**src/rtl/fabric_cfg_pkg.sv**
```systemverilog
// Shared types and constants for the frame-based configuration sequencer.
// Header layout: [31] last frame, [15:8] column, [4:0] frame index.
package fabric_cfg_pkg;

    typedef enum logic [1:0] {
        IDLE,
        HEADER,
        DATA,
        STROBE
    } cfg_state_t;

    localparam logic [31:0] SYNC_WORD = 32'hFAB0_FAB1;

    localparam int HDR_LAST_BIT  = 31;
    localparam int HDR_COL_MSB   = 15;
    localparam int HDR_COL_LSB   = 8;
    localparam int HDR_FRAME_MSB = 4;
    localparam int HDR_FRAME_LSB = 0;

    localparam int HDR_COL_W   = HDR_COL_MSB - HDR_COL_LSB + 1;
    localparam int HDR_FRAME_W = HDR_FRAME_MSB - HDR_FRAME_LSB + 1;

endpackage

```
**src/rtl/frame_strobe_decoder.sv**
```systemverilog
// Combinational column/frame to one-hot strobe decode.
// Out-of-range addresses simply match no output bit.
module frame_strobe_decoder #(
    parameter int NumberOfCols    = 16,
    parameter int MaxFramesPerCol = 20,
    parameter int COL_W           = 8,
    parameter int FRAME_W         = 5
) (
    input  logic [COL_W-1:0]                        col,
    input  logic [FRAME_W-1:0]                      frame,
    input  logic                                    en,
    output logic [NumberOfCols*MaxFramesPerCol-1:0] FrameStrobe
);

    genvar gi, gj;
    generate
        for (gi = 0; gi < NumberOfCols; gi++) begin : g_col
            for (gj = 0; gj < MaxFramesPerCol; gj++) begin : g_frame
                assign FrameStrobe[gi*MaxFramesPerCol + gj] =
                    en && (col == COL_W'(gi)) && (frame == FRAME_W'(gj));
            end
        end
    endgenerate

endmodule

```
**src/rtl/fabric_frame_config_sequencer.sv**
```systemverilog
// Assembles one configuration frame across all tile rows from a word stream,
// then pulses a single column/frame strobe so the addressed tiles latch it.
module fabric_frame_config_sequencer
    import fabric_cfg_pkg::*;
#(
    parameter int NumberOfRows    = 16,
    parameter int FrameBitsPerRow = 32,
    parameter int NumberOfCols    = 16,
    parameter int MaxFramesPerCol = 20
) (
    input  logic                                    CLK,
    input  logic                                    reset,
    input  logic                                    s_valid,
    input  logic [FrameBitsPerRow-1:0]              s_data,
    output logic                                    s_ready,
    output logic [NumberOfRows*FrameBitsPerRow-1:0] FrameData,
    output logic [NumberOfCols*MaxFramesPerCol-1:0] FrameStrobe,
    output logic                                    cfg_active,
    output logic                                    cfg_done,
    output logic                                    cfg_err
);

    localparam int ROW_W    = (NumberOfRows > 1) ? $clog2(NumberOfRows) : 1;
    localparam int STROBE_W = NumberOfCols * MaxFramesPerCol;
    localparam logic [ROW_W-1:0] LAST_ROW = ROW_W'(NumberOfRows - 1);

    cfg_state_t             state_reg, state_next;
    logic [ROW_W-1:0]       row_cnt_reg;
    logic [HDR_COL_W-1:0]   col_reg;
    logic [HDR_FRAME_W-1:0] frame_reg;
    logic                   last_reg;
    logic                   frame_ok_reg;
    logic [STROBE_W-1:0]    strobe_reg;
    logic [STROBE_W-1:0]    strobe_decoded;
    logic                   active_reg;
    logic                   done_reg;
    logic                   err_reg;

    logic                   accept;
    logic                   sync_hit;
    logic                   hdr_load;
    logic                   data_load;
    logic                   hdr_ok;
    logic [HDR_COL_W-1:0]   hdr_col;
    logic [HDR_FRAME_W-1:0] hdr_frame;

    assign s_ready   = (state_reg != STROBE);
    assign accept    = s_valid && s_ready;
    assign hdr_col   = s_data[HDR_COL_MSB:HDR_COL_LSB];
    assign hdr_frame = s_data[HDR_FRAME_MSB:HDR_FRAME_LSB];
    assign hdr_ok    = (int'(hdr_col) < NumberOfCols) && (int'(hdr_frame) < MaxFramesPerCol);

    always_ff @(posedge CLK) begin
        if (reset) begin
            state_reg <= IDLE;
        end else begin
            state_reg <= state_next;
        end
    end

    always_comb begin
        state_next = state_reg;
        sync_hit   = 1'b0;
        hdr_load   = 1'b0;
        data_load  = 1'b0;
        case (state_reg)
            IDLE: begin
                if (accept && (s_data == SYNC_WORD)) begin
                    sync_hit   = 1'b1;
                    state_next = HEADER;
                end
            end
            HEADER: begin
                if (accept) begin
                    hdr_load   = 1'b1;
                    state_next = DATA;
                end
            end
            DATA: begin
                if (accept) begin
                    data_load = 1'b1;
                    if (row_cnt_reg == LAST_ROW) begin
                        state_next = STROBE;
                    end
                end
            end
            STROBE: begin
                state_next = last_reg ? IDLE : HEADER;
            end
            default: begin
                state_next = IDLE;
            end
        endcase
    end

    frame_strobe_decoder #(
        .NumberOfCols   (NumberOfCols),
        .MaxFramesPerCol(MaxFramesPerCol),
        .COL_W          (HDR_COL_W),
        .FRAME_W        (HDR_FRAME_W)
    ) u_decoder (
        .col        (col_reg),
        .frame      (frame_reg),
        .en         (frame_ok_reg),
        .FrameStrobe(strobe_decoded)
    );

    always_ff @(posedge CLK) begin
        if (reset) begin
            row_cnt_reg  <= '0;
            col_reg      <= '0;
            frame_reg    <= '0;
            last_reg     <= 1'b0;
            frame_ok_reg <= 1'b0;
            strobe_reg   <= '0;
            active_reg   <= 1'b0;
            done_reg     <= 1'b0;
            err_reg      <= 1'b0;
        end else begin
            strobe_reg <= '0;
            done_reg   <= 1'b0;
            if (sync_hit) begin
                active_reg <= 1'b1;
                err_reg    <= 1'b0;
            end
            if (hdr_load) begin
                col_reg      <= hdr_col;
                frame_reg    <= hdr_frame;
                last_reg     <= s_data[HDR_LAST_BIT];
                frame_ok_reg <= hdr_ok;
                row_cnt_reg  <= '0;
                if (!hdr_ok) begin
                    err_reg <= 1'b1;
                end
            end
            // The strobe register is loaded on the final data word so it is
            // high exactly during the STROBE cycle.
            if (data_load) begin
                if (row_cnt_reg == LAST_ROW) begin
                    strobe_reg <= strobe_decoded;
                end else begin
                    row_cnt_reg <= row_cnt_reg + ROW_W'(1);
                end
            end
            if ((state_reg == STROBE) && last_reg) begin
                active_reg <= 1'b0;
                done_reg   <= 1'b1;
            end
        end
    end

    genvar gi;
    generate
        for (gi = 0; gi < NumberOfRows; gi++) begin : g_row
            // First data word of a frame lands in the top row.
            localparam logic [ROW_W-1:0] ROW_SLOT = ROW_W'(NumberOfRows - 1 - gi);
            logic [FrameBitsPerRow-1:0] row_reg;

            always_ff @(posedge CLK) begin
                if (reset) begin
                    row_reg <= '0;
                end else if (data_load && (row_cnt_reg == ROW_SLOT)) begin
                    row_reg <= s_data;
                end
            end

            assign FrameData[gi*FrameBitsPerRow +: FrameBitsPerRow] = row_reg;
        end
    endgenerate

    assign FrameStrobe = strobe_reg;
    assign cfg_active  = active_reg;
    assign cfg_done    = done_reg;
    assign cfg_err     = err_reg;

endmodule

```
**config.mk**
```make
export PLATFORM = sky130hd
export DESIGN_NAME = fabric_frame_config_sequencer
export DESIGN_NICKNAME = d
export VERILOG_FILES = /design/src/rtl/fabric_cfg_pkg.sv /design/src/rtl/frame_strobe_decoder.sv /design/src/rtl/fabric_frame_config_sequencer.sv
export SDC_FILE = /design/constraint.sdc
export NUM_CORES = 1
export LEC_CHECK = 0
export ABC_AREA = 1
export ABC_CLOCK_PERIOD_IN_PS = 2700
export CORE_AREA = 2 2 336 338
export DETAILED_ROUTE_END_ITERATION = 7
export DIE_AREA = 0 0 338 340
export GPL_ROUTABILITY_DRIVEN = 0
export PLACE_DENSITY = 0.53
export REMOVE_ABC_BUFFERS = 1
export SLEW_MARGIN = 5
export SYNTH_ARGS = -nofsm -noshare
export SYNTH_HDL_FRONTEND = slang
export SYNTH_SLANG_ARGS = --single-unit
export TNS_END_PERCENT = 5
```
**constraint.sdc**
```tcl
create_clock -name CLK -period 2.7 [get_ports CLK]
set_clock_uncertainty 0.1 [all_clocks]
set_input_delay 0.675 -clock CLK [delete_from_list [all_inputs] [get_ports CLK]]
set_output_delay 0.675 -clock CLK [all_outputs]
set_load 0.05 [all_outputs]
```
=== After elaboration in Yosys (flattened, before gate mapping) ===
Index checks and enable logic that the tools add are counted.

* Add/subtract/negate cells: 1
* Multiplexer cells: 18
* Bitwise logic cells: 2
* Eq/ne operators: 58
* Reductions and logical operators: 363
* Order comparisons: 2

{| class="wikitable"
|+ Operator list
! kind !! number
|-
| 1-bit logical AND || 356
|-
| 8-bit by 4-bit equality test with 1-bit output, second input constant || 8
|-
| 5-bit by 4-bit equality test with 1-bit output, second input constant || 8
|-
| 32-bit equality test, second input constant || 1
|-
| 4-bit equality test, second input constant || 8
|-
| 8-bit by 3-bit equality test with 1-bit output, second input constant || 4
|-
| 5-bit by 3-bit equality test with 1-bit output, second input constant || 4
|-
| 5-bit equality test, second input constant || 4
|-
| 4-bit by 3-bit equality test with 1-bit output, second input constant || 4
|-
| 8-bit by 2-bit equality test with 1-bit output, second input constant || 2
|-
| 4-bit 2-to-1 mux || 3
|-
| 5-bit by 2-bit equality test with 1-bit output, second input constant || 2
|-
| 1-bit 2-to-1 mux || 10
|-
| 2-bit != test, second input constant || 5
|-
| 4-bit by 2-bit equality test with 1-bit output, second input constant || 2
|-
| 8-bit by 1-bit equality test with 1-bit output, second input constant || 1
|-
| 8-bit zero test || 1
|-
| 8-bit by 5-bit < comparator with 1-bit output, second input constant || 1
|-
| 2-bit 2-to-1 mux || 4
|-
| 2-bit one-hot mux with 4 select lines || 1
|-
| 5-bit by 1-bit equality test with 1-bit output, second input constant || 1
|-
| 5-bit zero test || 1
|-
| 5-bit < comparator, second input constant || 1
|-
| 4-bit by 1-bit adder with 4-bit output, second input constant || 1
|-
| other kinds (9) || 11
|}

* Word-level logic and storage cells: 470
* Bits in registers: 856
* Output and inout port bits: 836
* Input port bits: 35

=== Depth between registers and ports, before layout ===
* Depth after elaboration: 8
* Gate-level depth with buffers: 13
* Mapped depth without buffers: 12

=== Modules after synthesis ===
A second synthesis with hierarchy kept.

* Cell total of the unflattened synthesis: 3744
* Area total of the unflattened synthesis: 29443.2 sq um

{| class="wikitable"
|+ Modules (own cells, without submodules)
! module !! instances !! sequential area each (sq um) !! cells each !! area each (sq um)
|-
| fabric_frame_config_sequencer || 1 || 17136.4 || 3294 || 27702.8
|-
| frame_strobe_decoder || 1 || 0.0 || 450 || 1740.4
|}

=== Worst setup path after synthesis ===
No wires, ideal clock.

* Path type: register -> register
* Start: reg state_reg[0]
* End: reg strobe_reg[125], in the netlist FrameStrobe[125]
* Required time: 2.535 ns
* Stages on the path, launching flop included: 14
* Period minus slack after synthesis: 2.170 ns
* Buffers on the path: 1
* Slack: 0.530 ns
* Library setup time: 0.065 ns
* Arrival time: 2.005 ns
* Cells stage by stage: dfxtp_1 -> ha_1 -> inv_2 -> nand2_1 -> inv_2 -> nand2_2 -> inv_2 -> nand2_4 -> inv_2 -> nand3_2 -> nor3_4 -> nand2_2 -> buf_6 -> nor2_1

* Longest elaborated chain between the ends: 6
* Elaborated cells on any way between the ends: 7
* Those cells by class: 2 x eq/ne; 2 x mux; 1 x bitwise; 2 x reduce/logical

{| class="wikitable"
|+ RTL lines
! what !! line !! source
|-
| start: declaration || fabric_frame_config_sequencer.sv:27 || <nowiki>cfg_state_t state_reg, state_next;</nowiki>
|-
| start signal: assignment || fabric_frame_config_sequencer.sv:57 || <nowiki>state_reg <= state_next;</nowiki>
|-
| 2-bit != test || fabric_frame_config_sequencer.sv:47 || <nowiki>assign s_ready = (state_reg != STROBE);</nowiki>
|-
| named net s_ready || fabric_frame_config_sequencer.sv:15 || <nowiki>output logic s_ready,</nowiki>
|-
| 1-bit logical AND || fabric_frame_config_sequencer.sv:48 || <nowiki>assign accept = s_valid && s_ready;</nowiki>
|-
| 1-bit 2-to-1 mux || fabric_frame_config_sequencer.sv:80 || <nowiki>if (accept) begin</nowiki>
|-
| 1-bit 2-to-1 mux || fabric_frame_config_sequencer.sv:66 || <nowiki>case (state_reg)</nowiki>
|-
| 1-bit inverter (no line) || -- ||
|-
| 3-bit OR reduction (no line) || -- ||
|-
| end signal: assignment || fabric_frame_config_sequencer.sv:140 || <nowiki>strobe_reg <= strobe_decoded;</nowiki>
|-
| end: declaration || fabric_frame_config_sequencer.sv:33 || <nowiki>logic [STROBE_W-1:0] strobe_reg;</nowiki>
|}

The timed path passes the listed nets, and every way through them passes these cells.
A chain may end at the register's enable or synchronous reset.

=== Final worst setup path ===
* Start: reg g_row[12].row_reg[1]
* End: out FrameData[385]

{| class="wikitable"
|+ RTL lines
! what !! line !! source
|-
| start: declaration || fabric_frame_config_sequencer.sv:157 || <nowiki>logic [FrameBitsPerRow-1:0] row_reg;</nowiki>
|-
| start signal: assignment || fabric_frame_config_sequencer.sv:163 || <nowiki>row_reg <= s_data;</nowiki>
|-
| end: declaration || fabric_frame_config_sequencer.sv:16 || <nowiki>output logic [NumberOfRows*FrameBitsPerRow-1:0] FrameData,</nowiki>
|}

No word-level cell between the ends.

==> results.json <==
{
  "status": "completed",
  "layout_setup_ws_ns": 0.0661,
  "hpwl_mm": 80.1,
  "grt_max_degree": 71,
  "largest_reg_flops": 512,
  "yosysWarnings": 0,
  "start_util_pct": 23.8,
  "grt_pass1_wl_mm": 159,
  "p_leak_nw": 16.7,
  "met1_usage_pct": 22.0,
  "cts_num_sinks": 856,
  "grtUsageMet3_pct": 6.27,
  "clkPwrFrac_pct": 47.2,
  "crit_buf_inv": 1,
  "intPower_w": 0.0210,
  "crit_fanout": 2,
  "hold_viol": 0,
  "timing_worst_setup_path_type": "reg2out",
  "port-buffer-count": 870,
  "synth_area_leaders": "dfxtp_1 64%, nor2_1 12%, o21ai_0 10%",
  "drc": 0,
  "cts_buffers": 93,
  "yosys.area.top_type": "dfxtp_1",
  "finalNetCount": 3906,
  "fp-row-count": 123,
  "grt_pass1_vias": 22016,
  "insertion_delay_ns": 0.67,
  "holdWs_ns": 0.373,
  "final_antenna_net_count": 0,
  "drt-initial-drc-count": 1530,
  "fill_cells": 11181,
  "cp.required_ns": 1.92,
  "ff_latch_area_mm2": 0.0171,
  "end_kind": "output port",
  "fin_crit_sh_pct": 97.6,
  "cp_slowest_stage_delay_ns": 0.86,
  "syn_avg_cell_area_um2": 8.90,
  "worst_slew_pin_slew_ns": 0.647,
  "htreeDepth": 3,
  "clk_pin_slew_ns": 0.06,
  "synth-seq-cells": 856,
  "root_buffer": "clkbuf_16",
  "netlist_top_cells_count": "885 x nor2_1, 856 x dfxtp_1, 530 x o21ai_0, 262 x a21oi_1, 194 x clkbuf_1",
  "drv_cap": 0,
  "p_comb_share_pct": 6.5,
  "synth_edf_count": 0,
  "cts_tree": "done",
  "drv_slew": 0,
  "synthCells": 2987,
  "ys_types": 26,
  "crit_chain": "clkdlybuf4s50_1",
  "crit_family": "buffers and inverters",
  "hold_buffers": 0,
  "syn_area_mm2": 0.0266,
  "synth_top_flop_cell": "dfxtp_1",
  "core_mm2": 0.112,
  "p_sw_w": 0.00683,
  "period_needed_ns": 2.63,
  "dr_total_vias": 23260,
  "clockBufferDepth": 3,
  "grt-ovfl-total": 0,
  "ys_seq_area_share_pct": 64.5,
  "peakVddDrop_v": 0.000419,
  "die_x_um": 338,
  "post-synth-top-count-cell": "nor2_1",
  "dieArea_mm2": 0.115,
  "fmax_ghz": 0.380,
  "drive_gt1_share_pct": 10.1,
  "die_h_um": 340,
  "synth_top_cell_area_share_pct": 64.5,
  "netSwitchingFraction_pct": 24.5,
  "grt_usage_pct": 19.0,
  "hp-class": "reg2reg",
  "dp_slack_ns": -0.326,
  "top_usage_layer": "met2",
  "startpoint_type": "flip-flop",
  "cellPowerDensity_mw_per_mm2": 674,
  "antenna_found_initial": 6,
  "worst_path_max_delay_cell": "clkdlybuf4s50_1",
  "max_slew_margin_pct": 57.0,
  "setup_viol": 0,
  "met2_usage_pct": 32.6,
  "multi_input_area_mm2": 0.00816,
  "synthArstFlopShare_pct": 0,
  "arrival_ns": 1.86,
  "p_seq_share_pct": 46.3,
  "area_growth_pct": 55.6,
  "routedWlPerCell_um": 21.0,
  "post_cts.repair.setup_buffers": 0,
  "routed_wl_mm": 114,
  "via_per_inst": 4.28,
  "first_pass_iters": 5,
  "ios": 871,
  "rsz0062_at_grt": "false"
}
-- placed cells by master, fill, tap and decap left out, types with 18 or more instances in the layout --
master / instances
nor2_2: 19
clkinv_1: 25
nand2_1: 52
clkbuf_16: 94
inv_1: 31
clkdlybuf4s50_1: 741
nor2_1: 873
buf_12: 64
dlygate4sd2_1: 77
nand2_2: 18
clkbuf_8: 22
dlymetal6s2s_1: 42
buf_4: 111
a21oi_1: 262
dfxtp_1: 856
o21ai_0: 530
-- layer usage --
metal / routed length [um] / part of all wire (%)
met5: 0 / 0
met4: 3290 / 2.9
met3: 10100 / 8.8
met2: 55100 / 48
met1: 45700 / 40
-- power by group through the flow --
stage	Sequential, W	Combinational, W	Clock [W]
3_3_place_gp	0.0132	0.00184	0
6_report	0.0129	0.00182	0.0131
2_1_floorplan	0.0135	0.000615	0
5_1_grt	0.0129	0.00196	0.0139
3_5_place_dp	0.0132	0.00184	0
4_1_cts	0.0129	0.00185	0.0134
-- per-stage QoR --
stage	utilization (%)	cells	area (um2)	setup TNS [ns]	total power, W
floorplan	-	2728	25400	-3800.98	0.0141
global placement	34.2	5267	38200	-80.04	0.0150
detailed placement	34.2	5267	38200	-87.23	0.0150
CTS	37.0	5435	41200	0	0.0282
global route	37.1	5438	41400	0	0.0288
finish	37.1	5439	41400	0	0.0279
-- worst min-delay path: stages (launching register included) --
cell	delay, ns
dfxtp_1	0.32
nor2_1	0.04
nor2_1	0.08
-- worst paths after layout --
path	start	slack, ns	endpoint	cells past startpoint
setup / recovery	g_row[12].row_reg[1]	0.07	FrameData[385]	1
hold / removal	g_row[12].row_reg[24]	0.37	g_row[12].row_reg[24]	2
setup reg to reg	state_reg[1]	0.38	g_row[3].row_reg[31]	13
hold reg to reg	g_row[12].row_reg[24]	0.37	g_row[12].row_reg[24]	2
-- area by class of cell --
cell class	instances	area share [%]
timing repair buffer	1039	26.0
clock buffer	131	6.56
tap	1500	4.54
clock inverter	37	1.12
multi-input combinational	1808	19.7
sequential	856	41.4
antenna	4	0.0242
inverter	64	0.599
-- cell families (layout without fill, tap and decap cells) --
logic type                 count (synthesis)  in the layout  synth area share [%]
and+or+nand+nor                         1002           1002                  14.9
DFF                                      856            856                  64.5
AOI/OAI and AO/OA                        797            797                  15.1
buffers and inverters                    323           1271                  5.19
adders and majority gates                  9              9                 0.424
other                                      0              4                     0
-- what timing repair did --
action / in CTS / in global routing
pin swaps: 0 / 0
gates resized for setup: 77 / 42
endpoints found under the hold margin: 0 / 0
gates cloned: 0 / 0
setup endpoints to repair: 77 / 42
(Power assumes the default switching activity.)
